File: src/rtl/cache_pkg.sv
// Shared types and helpers for the direct-mapped write-through data cache.
package cache_pkg;

    // Controller states: serving hits, filling a missed line, writing through a store.
    typedef enum logic [1:0] {
        ST_IDLE  = 2'd0,
        ST_FILL  = 2'd1,
        ST_WRITE = 2'd2
    } cache_state_e;

    // Access size encoding carried on cpu_addrmode / mem_addrmode.
    localparam logic ADDRMODE_WORD = 1'b0;
    localparam logic ADDRMODE_BYTE = 1'b1;

    // Number of index bits for a given number of one-word lines.
    function automatic int index_bits(input int sets);
        return $clog2(sets);
    endfunction

    // Tag bits left over after the 2-bit byte offset and the index.
    function automatic int tag_bits(input int width, input int sets);
        return width - 2 - $clog2(sets);
    endfunction

endpackage

File: src/rtl/cache_line_array.sv
// Tag, valid and data storage for the data cache: asynchronous read port,
// one write port with per-byte-lane enables. Only the valid bits are reset.
module cache_line_array #(
    parameter int WIDTH = 32,
    parameter int SETS  = 16,
    parameter int IDX_W = 4,
    parameter int TAG_W = 26
) (
    input  logic                 clk,
    input  logic                 rst,
    input  logic [IDX_W-1:0]     rd_index,
    output logic                 rd_valid,
    output logic [TAG_W-1:0]     rd_tag,
    output logic [WIDTH-1:0]     rd_data,
    input  logic [IDX_W-1:0]     wr_index,
    input  logic                 wr_en,
    input  logic [WIDTH/8-1:0]   wr_be,
    input  logic [WIDTH-1:0]     wr_data,
    input  logic                 wr_tag_en,
    input  logic [TAG_W-1:0]     wr_tag
);

    localparam int LANES = WIDTH / 8;

    logic [SETS-1:0]  valid_q;
    logic [TAG_W-1:0] tag_q  [SETS];
    logic [WIDTH-1:0] data_q [SETS];

    assign rd_valid = valid_q[rd_index];
    assign rd_tag   = tag_q[rd_index];
    assign rd_data  = data_q[rd_index];

    // Valid bits: cleared by reset, set when a line is filled.
    always_ff @(posedge clk) begin
        if (rst) begin
            valid_q <= '0;
        end else if (wr_tag_en) begin
            valid_q[wr_index] <= 1'b1;
        end
    end

    // Tag storage, written together with the valid bit on a fill.
    always_ff @(posedge clk) begin
        if (wr_tag_en) begin
            tag_q[wr_index] <= wr_tag;
        end
    end

    // Data storage with byte-lane write enables (full word on fill, lanes on store hit).
    always_ff @(posedge clk) begin
        if (wr_en) begin
            for (int b = 0; b < LANES; b++) begin
                if (wr_be[b]) begin
                    data_q[wr_index][b*8 +: 8] <= wr_data[b*8 +: 8];
                end
            end
        end
    end

endmodule

File: src/rtl/data_cache.sv
// Direct-mapped, write-through, no-write-allocate data cache with one-word lines.
// Load hits return data combinationally; misses fill from memory, stores always
// write through. Optional hit/miss counters are built with DATA_CACHE_STATS_EN.
module data_cache
    import cache_pkg::*;
#(
    parameter int WIDTH = 32,
    parameter int SETS  = 16
) (
    input  logic              clk,
    input  logic              rst,
    input  logic              cpu_req,
    input  logic              cpu_we,
    input  logic              cpu_addrmode,
    input  logic [WIDTH-1:0]  cpu_addr,
    input  logic [WIDTH-1:0]  cpu_wdata,
    output logic [WIDTH-1:0]  cpu_rdata,
    output logic              stall,
    output logic              mem_req,
    output logic              mem_we,
    output logic              mem_addrmode,
    output logic [WIDTH-1:0]  mem_addr,
    output logic [WIDTH-1:0]  mem_wdata,
    input  logic [WIDTH-1:0]  mem_rdata,
    input  logic              mem_ready,
`ifdef DATA_CACHE_STATS_EN
    output logic [31:0]       hit_count,
    output logic [31:0]       miss_count,
`endif
    output cache_state_e      state_dbg
);

    localparam int IDX_W = index_bits(SETS);
    localparam int TAG_W = tag_bits(WIDTH, SETS);
    localparam int LANES = WIDTH / 8;

    cache_state_e state_q, state_d;

    logic [1:0]       offset;
    logic [IDX_W-1:0] index;
    logic [TAG_W-1:0] tag;
    logic             rd_valid;
    logic [TAG_W-1:0] rd_tag;
    logic [WIDTH-1:0] rd_data;
    logic [7:0]       rd_byte;
    logic             line_hit;
    logic             load_hit;
    logic             fill_start;
    logic [LANES-1:0] store_be;
    logic [WIDTH-1:0] store_data;
    logic             arr_wr_en;
    logic [LANES-1:0] arr_wr_be;
    logic [WIDTH-1:0] arr_wr_data;
    logic             arr_tag_en;

    assign offset = cpu_addr[1:0];
    assign index  = cpu_addr[2 +: IDX_W];
    assign tag    = cpu_addr[WIDTH-1 -: TAG_W];

    cache_line_array #(
        .WIDTH (WIDTH),
        .SETS  (SETS),
        .IDX_W (IDX_W),
        .TAG_W (TAG_W)
    ) u_lines (
        .clk       (clk),
        .rst       (rst),
        .rd_index  (index),
        .rd_valid  (rd_valid),
        .rd_tag    (rd_tag),
        .rd_data   (rd_data),
        .wr_index  (index),
        .wr_en     (arr_wr_en),
        .wr_be     (arr_wr_be),
        .wr_data   (arr_wr_data),
        .wr_tag_en (arr_tag_en),
        .wr_tag    (tag)
    );

    // The line at the current index holds the current address (load or store).
    assign line_hit   = rd_valid && (rd_tag == tag);
    assign load_hit   = !rst && (state_q == ST_IDLE) && cpu_req && !cpu_we && line_hit;
    assign fill_start = !rst && (state_q == ST_IDLE) && cpu_req && !cpu_we && !line_hit;

    // Load data: full word, or the addressed byte zero-extended.
    assign rd_byte   = rd_data[{offset, 3'b000} +: 8];
    assign cpu_rdata = (cpu_addrmode == ADDRMODE_BYTE) ? {{(WIDTH-8){1'b0}}, rd_byte} : rd_data;
    assign state_dbg = state_q;

    // Store-hit merge: byte stores replicate bits [7:0] and enable only the addressed lane.
    always_comb begin
        store_be   = '1;
        store_data = cpu_wdata;
        if (cpu_addrmode == ADDRMODE_BYTE) begin
            store_be         = '0;
            store_be[offset] = 1'b1;
            store_data       = {LANES{cpu_wdata[7:0]}};
        end
    end

    // Controller state register.
    always_ff @(posedge clk) begin
        if (rst) begin
            state_q <= ST_IDLE;
        end else begin
            state_q <= state_d;
        end
    end

    // Next state, stall, memory request and line-array writes. Reset forces
    // the memory request low and suppresses any line update, so a late
    // mem_ready after an aborted access lands in IDLE and is ignored.
    always_comb begin
        state_d      = state_q;
        stall        = 1'b0;
        mem_req      = 1'b0;
        mem_we       = 1'b0;
        mem_addrmode = ADDRMODE_WORD;
        mem_addr     = cpu_addr;
        mem_wdata    = cpu_wdata;
        arr_wr_en    = 1'b0;
        arr_wr_be    = '0;
        arr_wr_data  = mem_rdata;
        arr_tag_en   = 1'b0;
        if (rst) begin
            state_d = ST_IDLE;
        end else begin
            case (state_q)
                ST_IDLE: begin
                    if (cpu_req && cpu_we) begin
                        state_d = ST_WRITE;
                        stall   = 1'b1;
                    end else if (cpu_req && !line_hit) begin
                        state_d = ST_FILL;
                        stall   = 1'b1;
                    end
                end
                ST_FILL: begin
                    stall    = 1'b1;
                    mem_req  = 1'b1;
                    mem_addr = {cpu_addr[WIDTH-1:2], 2'b00};
                    if (mem_ready) begin
                        arr_wr_en   = 1'b1;
                        arr_wr_be   = '1;
                        arr_wr_data = mem_rdata;
                        arr_tag_en  = 1'b1;
                        state_d     = ST_IDLE;
                    end
                end
                ST_WRITE: begin
                    mem_req      = 1'b1;
                    mem_we       = 1'b1;
                    mem_addrmode = cpu_addrmode;
                    stall        = !mem_ready;
                    if (mem_ready) begin
                        state_d = ST_IDLE;
                        if (line_hit) begin
                            arr_wr_en   = 1'b1;
                            arr_wr_be   = store_be;
                            arr_wr_data = store_data;
                        end
                    end
                end
                default: state_d = ST_IDLE;
            endcase
        end
    end

`ifdef DATA_CACHE_STATS_EN
    logic [31:0] hit_cnt_q, miss_cnt_q;

    // Saturating hit/miss counters: hits on load hits, misses on entry to FILL.
    always_ff @(posedge clk) begin
        if (rst) begin
            hit_cnt_q  <= '0;
            miss_cnt_q <= '0;
        end else begin
            if (load_hit && (hit_cnt_q != '1)) begin
                hit_cnt_q <= hit_cnt_q + 32'd1;
            end
            if (fill_start && (miss_cnt_q != '1)) begin
                miss_cnt_q <= miss_cnt_q + 32'd1;
            end
        end
    end

    assign hit_count  = hit_cnt_q;
    assign miss_count = miss_cnt_q;
`else
    // Counter-only qualifiers have no consumer in this build.
    logic unused_stats;
    assign unused_stats = load_hit ^ fill_start;
`endif

endmodule

File: config.mk
export PLATFORM = sky130hd
export DESIGN_NAME = data_cache
export DESIGN_NICKNAME = d
export VERILOG_FILES = /design/src/rtl/cache_pkg.sv /design/src/rtl/cache_line_array.sv /design/src/rtl/data_cache.sv
export SDC_FILE = /design/constraint.sdc
export NUM_CORES = 1
export LEC_CHECK = 0
export ABC_AREA = 1
export BUFFER_PORTS_ARGS = -buffer_cell sky130_fd_sc_hd__clkbuf_2
export CAP_MARGIN = 40
export CORE_ASPECT_RATIO = 1.25
export CORE_MARGIN = 3
export CORE_UTILIZATION = 39
export CTS_BUF_LIST = sky130_fd_sc_hd__clkbuf_16
export CTS_CLUSTER_DIAMETER = 200
export DETAILED_ROUTE_END_ITERATION = 12
export PLACE_DENSITY = 0.58
export SLEW_MARGIN = 40
export SYNTH_ARGS = -nofsm -noshare
export SYNTH_HDL_FRONTEND = slang
export SYNTH_SLANG_ARGS = --single-unit
File: constraint.sdc
create_clock -name clk -period 6.65 [get_ports clk]
set_input_delay 1.33 -clock clk [delete_from_list [all_inputs] [get_ports clk]]
set_output_delay 1.33 -clock clk [all_outputs]
set_load 0.01 [all_outputs]
==> flow_summary.yaml, run 1 <==
sta:
  final.setup.worst_slack_ps: 687
  final_max_slew_viol_count: 0
  timing.setup.tns_ps: 0
  timing.clock.skew_ps: 38.5
  maxClockFrequency_mhz: 168
  worst_slew_pin_slew_ps: 844
  fin_crit_ps: 5960
  hold_violations: 0
  max_slew_margin_vs_limit_pct: 43.6
  setup-violations-final: 0
  grt_setup_unrepaired: "false"
  post-route-period-util_pct: 89.7
floorplanning:
  core_area_um2: 97900
  dieArea_um2: 103000
  pin_count: 204
  floorplan.initialDensity_pct: 39.5
  placementRows: 128
  die_w_um: 287
  chip_height_um: 358
placed_design:
  dp_hpwl_um: 63000
  post-place-ws_ps: 702
  port_buffers: 203
  dpl_cell_area_um2: 41300
  dp_cells: 4570
  gpl.final_weighted_congestion: 0.814
pwr:
  power.share.switching_pct: 22.5
  maximum_resistive_drop_on_vdd_mv: 0.175
  power.total_mw: 12.5
  cellInternalPower_mw: 9.70
  switching_power_mw: 2.81
  combinationalPowerShare_pct: 6.6
  clock_network_fraction_of_design_power_pct: 41.1
  power.sequential.fraction_pct: 52.4
  p_leak_nw: 16.2
  power_density_nw_per_um2: 283
clock_network:
  cts_repair_resize_count: 0
  clockBufferDepth: 3
  ctsRootBufferMaster: "sky130_fd_sc_hd__clkbuf_16"
  tritoncts: "built"
  clkSinkCount: 946
  path_clk_slew_ps: 60
  post-cts-setup-buffers: 0
  ctsHoldBuffers: 0
  number_of_buffers_created_by_cts: 93
  cts_htree_levels: 3
  insertion_delay_ps: 660
flow_run:
  maxCapViolCount: 0
layout:
  final_net_count: 3472
  layout_common_cells: "sky130_fd_sc_hd__nand2_1 (1133), sky130_fd_sc_hd__edfxtp_1 (928), sky130_fd_sc_hd__a22oi_1 (259), sky130_fd_sc_hd__clkbuf_2 (202), sky130_fd_sc_hd__nor2_1 (185)"
  post-route-cell-area_um2: 44200
  finalNonFillerCells: 4741
  area.growth.synth_to_final_pct: 14.6
  post_route_cells_drive_above_1_share_pct: 13.8
  n_fill_cell: 8824
  layout.cells.most_common: "sky130_fd_sc_hd__nand2_1"
critical_path:
  worst-path-buf-inv: 5
  critPathTopFamily: "simple AND/OR/NAND/NOR gates"
  cp_data_arrival_time_ps: 4630
  timing_worst_setup_path_type: "in -> out"
  path_common_cell: "sky130_fd_sc_hd__nand2_1"
  cells_traversed_along_the_worst_timing_path: "buf_4 -> inv_4 -> buf_12 -> nand2_1 -> nand2_1 -> nand2_1 -> nand2_1 -> nand2_1 -> nand2_1 -> nor3_1 -> nor2_1 -> nand2_1 -> nor2_1 -> nand2_1 -> nor2_1 -> nand3_1 -> nand2_1 -> inv_1 -> nand2_1 -> a21oi_1 -> clkbuf_2"
  crit_path_max_fanout: 60
  critical_path.startpoint_type: "input pin"
  crit_required_ps: 5320
  crit_path_max_incr_delay_ps: 600
  end_kind: "output port"
  slowest_stage_cell_crit_path: "sky130_fd_sc_hd__nor3_1"
global_routing:
  maximum_number_of_pins_on_one_net_before_global_route_repair: 110
  first_global_vias: 24000
  grt_use_total_pct: 19.8
  grt_antenna_before_repair: 2
  global_route_wire_length_before_repair_um: 153000
  grt_remaining_overflow: 0
routing:
  drt_first_pass_iters: 6
  iteration_0_drc_markers: 2118
  post_drt_wl_per_cell_um: 21.9
  route.final.wire_length_um: 104000
  dr.max_layer_used: "met5"
  route.detailed.vias_per_inst: 5.27
  route.layer.met1.wl_um: 43400
  route.antenna.remaining_nets: 0
  routed-via-count: 25000
  drc_errors: 0
  wl_met2_um: 51100
  met3_length_um: 7110
synth:
  synthCells: 3190
  postSynth.asyncResetShare_pct: 0
  synthesized_net_count: 3296
  synth-edff-count: 928
  synth_flop_cell: "sky130_fd_sc_hd__edfxtp_1"
  syn_area_um2: 38600
  synth.ff_latch_count: 946
  synth-warning-count: 0
  seq_area_frac_synth_pct: 73.1
  post_synth_num_cell_types: 33
  post_synth.cell_area_avg_um2: 12.1
min_path:
  timing.hold.worst.class: "reg -> reg"
outcome:
  status: "completed"
[flip-flops by register name (all words and copies together) (netlist names)]
| register | count |
|---|---|
| u_lines.valid_q | 16 |
| u_lines.tag_q | 416 |
| state_dbg | 2 |
| u_lines.data_q | 512 |
[cell usage after synthesis (11+ instances only)]
cell | instances | area, um2
sky130_fd_sc_hd__buf_4 | 66 | 495
sky130_fd_sc_hd__a22oi_1 | 259 | 1940
sky130_fd_sc_hd__buf_1 | 35 | 131
sky130_fd_sc_hd__clkbuf_1 | 70 | 263
sky130_fd_sc_hd__nor2_1 | 204 | 766
sky130_fd_sc_hd__a21oi_1 | 76 | 380
sky130_fd_sc_hd__nand4_1 | 29 | 181
sky130_fd_sc_hd__nand2_1 | 1133 | 4250
sky130_fd_sc_hd__edfxtp_1 | 928 | 27900
sky130_fd_sc_hd__a21boi_0 | 18 | 135
sky130_fd_sc_hd__o22ai_1 | 17 | 106
sky130_fd_sc_hd__a2111oi_0 | 14 | 123
sky130_fd_sc_hd__o21bai_1 | 11 | 82.6
sky130_fd_sc_hd__buf_2 | 54 | 270
sky130_fd_sc_hd__o21ai_0 | 45 | 225
sky130_fd_sc_hd__o21ai_1 | 23 | 115
sky130_fd_sc_hd__inv_1 | 97 | 364
sky130_fd_sc_hd__nand3_1 | 58 | 290
sky130_fd_sc_hd__dfxtp_1 | 18 | 360
[through the flow]
| stage | hold WS (ps) | util, % |
|---|---|---|
| floorplan | 441 | - |
| global placement | 452 | 42.0 |
| detailed placement | 460 | 42.2 |
| CTS | 474 | 45.2 |
| global route | 497 | 45.2 |
| finish | 475 | 45.2 |
[layer usage]
metal | GRT usage [%] | vias up
li1 | - | 11600
met4 | 5.65 | 2
met3 | 2.94 | 139
met5 | 0 | -
met1 | 26.5 | 12300
met2 | 33.6 | 943
[worst reg2reg max path, delay by kind of cell (launching register included)]
kind,cells,cell delay (ps)
AO/OA/AOI/OAI,2,710
flip-flops,1,360
AND/OR/NAND/NOR,13,2330
[path summary, 6_finish.rpt]
| check | start | to | slack (ps) | depth (start not counted) |
|---|---|---|---|---|
| max reg2reg | u_lines.tag_q[6][18] | u_lines.data_q[1][2] | 2860 | 15 |
| max | cpu_addr[2] | stall | 690 | 21 |
| min | u_lines.valid_q[4] | u_lines.valid_q[4] | 470 | 2 |
| min reg2reg | u_lines.valid_q[4] | u_lines.valid_q[4] | 470 | 2 |
[cell type report]
class / instances / area (um2) / area share (%)
inverter: 103 / 398 / 0.899
timing repair buffer: 306 / 2010 / 4.55
antenna: 2 / 5.00 / 0.0113
clock buffer: 94 / 2350 / 5.32
clock inverter: 74 / 618 / 1.40
sequential: 946 / 28200 / 63.8
tap: 1300 / 1630 / 3.68
multi-input combinational: 1916 / 9010 / 20.4
[kinds of logic (layout without fill, tap and decap cells)]
family                     count (synthesis)  after routing  share of synthesized area (%)
and+or+nand+nor                         1446           1446                           14.6
DFF                                      946            946                           73.1
buffers and inverters                    328            577                           4.01
adders and majority gates                  4              4                          0.130
other                                      0              2                              0
AOI/OAI and AO/OA                        466            466                           8.13
[power groups by stage]
| stage | Clock, mW | Sequential, mW | Combinational (mW) |
|---|---|---|---|
| 6_report | 5.14 | 6.55 | 0.822 |
| 2_1_floorplan | 0 | 6.68 | 0.466 |
| 3_3_place_gp | 0 | 6.68 | 0.816 |
| 3_5_place_dp | 0 | 6.68 | 0.822 |
| 4_1_cts | 5.23 | 6.55 | 0.824 |
| 5_1_grt | 5.46 | 6.55 | 0.901 |
(Power assumes the default switching activity.)
==> inputs of run 2 (changes only) <==
Settings changed: ABC_AREA 1 to unset, CAP_MARGIN 40 to 0.
==> flow_summary.yaml, run 2 <==
sta:
  final_max_slew_viol_count: 0
  timing.setup.tns_ps: 0
  setup-violations-final: 0
  maxClockFrequency_mhz: 159
  timing.clock.skew_ps: 34.1
  worst_slew_pin_slew_ps: 845
  grt_setup_unrepaired: "false"
  fin_crit_ps: 6300
  max_slew_margin_vs_limit_pct: 43.5
  post-route-period-util_pct: 94.7
  hold_violations: 0
outcome:
  status: "completed"
critical_path:
  cells_traversed_along_the_worst_timing_path: "buf_6 -> buf_4 -> mux4_2 -> mux2_2 -> o31ai_1 -> nor4bb_1 -> o2111ai_1 -> a211oi_2 -> a31o_2 -> a211oi_1 -> buf_4 -> clkbuf_2"
  crit_path_max_fanout: 52
  timing_worst_setup_path_type: "in -> out"
  critical_path.startpoint_type: "input pin"
  slowest_stage_cell_crit_path: "sky130_fd_sc_hd__nor4bb_1"
  crit_required_ps: 5320
  crit_path_max_incr_delay_ps: 730
  path_common_cell: "sky130_fd_sc_hd__buf_4"
  cp_data_arrival_time_ps: 4970
  end_kind: "output port"
synth:
  synth_top_area_share_pct: 71.7
  synthMuxAreaShare_pct: 18.2
  syn_area_um2: 38900
  synth-compound-area-share_pct: 2.13
  synthesized_net_count: 2065
  synth_area_leader_cell: "sky130_fd_sc_hd__edfxtp_1"
  synth.top_cells.by_count: "sky130_fd_sc_hd__edfxtp_1 (928), sky130_fd_sc_hd__mux4_2 (234), sky130_fd_sc_hd__mux2_2 (90)"
  yosys.cell_count.top_type: "sky130_fd_sc_hd__edfxtp_1"
  post_synth.cell_area_avg_um2: 19.9
  synth-warning-count: 0
  synth_area_leaders: "sky130_fd_sc_hd__edfxtp_1 (72%), sky130_fd_sc_hd__mux4_2 (14%), sky130_fd_sc_hd__mux2_2 (2.6%)"
  synth_fa_ha_area_share_pct: 0.129
  synth-xor-area-share_pct: 0.676
  synth-edff-count: 928
  seq_area_frac_synth_pct: 72.6
  synth_flop_cell: "sky130_fd_sc_hd__edfxtp_1"
  synth.ff_latch_count: 946
  post_synth_num_cell_types: 60
  postSynth.asyncResetShare_pct: 0
  synth_simple_gate_area_share_pct: 3.41
  synth_top_family_by_area: "multiplexers"
  synthCells: 1959
clock_network:
  number_of_buffers_created_by_cts: 94
  cts_htree_levels: 3
  tritoncts: "built"
  cts_repair_resize_count: 0
  ctsRootBufferMaster: "sky130_fd_sc_hd__clkbuf_16"
  clockBufferDepth: 3
  post-cts-setup-buffers: 0
  insertion_delay_ps: 660
  path_clk_slew_ps: 60
  clkSinkCount: 946
  ctsHoldBuffers: 0
layout:
  area.growth.synth_to_final_pct: 15.1
  n_fill_cell: 8264
  post_route_cells_drive_above_1_share_pct: 35.6
  finalNonFillerCells: 3583
  layout.cells.most_common: "sky130_fd_sc_hd__edfxtp_1"
  final_net_count: 2316
  registers.top_by_ff_count: "u_lines.data_q"
  ff_latch_area_um2: 28200
  final_util_pct: 45.6
  layout_common_cells: "sky130_fd_sc_hd__edfxtp_1 (928), sky130_fd_sc_hd__mux4_2 (234), sky130_fd_sc_hd__clkbuf_2 (199), sky130_fd_sc_hd__buf_4 (107), sky130_fd_sc_hd__clkbuf_16 (98)"
  largest_register_ffs: 512
  top_regs: "u_lines.data_q: 512 flops, u_lines.tag_q: 416 flops, u_lines.valid_q: 16 flops"
  multiInputGateArea_um2: 9700
pwr:
  switching_power_mw: 2.65
  power.sequential.fraction_pct: 52.6
  power_density_nw_per_um2: 278
  maximum_resistive_drop_on_vdd_mv: 0.209
  power.share.switching_pct: 21.3
  combinationalPowerShare_pct: 6.0
  clock_network_fraction_of_design_power_pct: 41.4
  p_leak_nw: 14.6
  cellInternalPower_mw: 9.81
floorplanning:
  die_w_um: 288
  dieArea_um2: 104000
  pin_count: 204
  chip_height_um: 359
  core_area_um2: 98200
  placementRows: 128
  floorplan.initialDensity_pct: 39.6
global_routing:
  grt_remaining_overflow: 0
  grt_use_total_pct: 18.7
  global_route_wire_length_before_repair_um: 141000
  grt_antenna_before_repair: 3
  maximum_number_of_pins_on_one_net_before_global_route_repair: 61
  first_global_vias: 20600
routing:
  post_drt_wl_per_cell_um: 27.4
  iteration_0_drc_markers: 1695
  drc_errors: 0
  routed-via-count: 19900
  route.antenna.remaining_nets: 0
  route.final.wire_length_um: 98200
  route.detailed.vias_per_inst: 5.55
  drt_first_pass_iters: 5
min_path:
  timing.hold.worst.class: "reg -> reg"
placed_design:
  dp_hpwl_um: 63300
  port_buffers: 203
  gpl.final_weighted_congestion: 0.798
  dp_cells: 3413
flow_run:
  maxCapViolCount: 0
run 2: cell count changes in the layout (fill, tap and decap cells not counted), sizes merged, moves of 49 or more:
cell	delta
nor2	-153
a21oi	-57
mux2	+90
o21ai	-49
inv	-68
nand2	-1086
mux2i	+79
mux4	+234
a22oi	-238
run 2: final timing paths:
| kind | end | depth (start not counted) | from | slack [ps] |
|---|---|---|---|---|
| worst max-delay path | stall | 12 | cpu_addr[3] | 350 |
| worst min-delay path | u_lines.valid_q[8] | 2 | u_lines.valid_q[8] | 480 |
| worst max register to register | u_lines.data_q[5][21] | 12 | u_lines.tag_q[3][9] | 2650 |
| worst min register to register | u_lines.valid_q[8] | 2 | u_lines.valid_q[8] | 480 |
run 2: area by class of cell:
cell class                 instances  share of cell area (%)
inverter                          30                   0.252
clock buffer                      98                    5.48
sequential                       946                    63.1
clock inverter                    70                    1.21
antenna                            1                 0.00559
multi-input combinational        817                    21.7
timing repair buffer             321                    4.64
tap                             1300                    3.64
run 2: power by group through the flow:
| stage | Sequential, mW | Clock (mW) | Combinational, mW |
|---|---|---|---|
| after floorplan | 6.68 | 0 | 0.480 |
| after global placement | 6.68 | 0 | 0.748 |
| after detailed placement | 6.68 | 0 | 0.762 |
| after CTS | 6.55 | 5.26 | 0.763 |
| after global routing | 6.55 | 5.51 | 0.811 |
| final | 6.55 | 5.16 | 0.751 |
run 2: worst max-delay path: cells and delay by family:
kind	cells	cell delay, ps
simple gates	1	730
mux	2	570
compound gates	5	970
buf+inv	4	1310
run 2: cell families after synthesis:
group | after synthesis
xor gates and xnor gates | 30
AOI/OAI and AO/OA | 126
adders and majority gates | 4
muxes | 403
DFF | 946
buffers and inverters | 196
and+or+nand+nor | 254
run 2: metrics by stage:
stage / power (mW) / worst slack (ps) / hold WS [ps] / cell area, um2
floorplan: 7.16 / 980 / 435 / 38900
global placement: 7.42 / 391 / 455 / 41600
detailed placement: 7.44 / 319 / 464 / 41700
CTS: 12.6 / 309 / 473 / 44700
global route: 12.9 / 233 / 494 / 44700
finish: 12.5 / 351 / 476 / 44700
run 2: layer usage:
layer / GRT usage (%) / vias up / share of wire [%]
li1: - / 8486 / -
met1: 24.1 / 10500 / 39
met2: 32.0 / 757 / 51
met3: 3.42 / 175 / 6.6
met4: 6.25 / 6 / 3.3
met5: 0 / - / 0.052
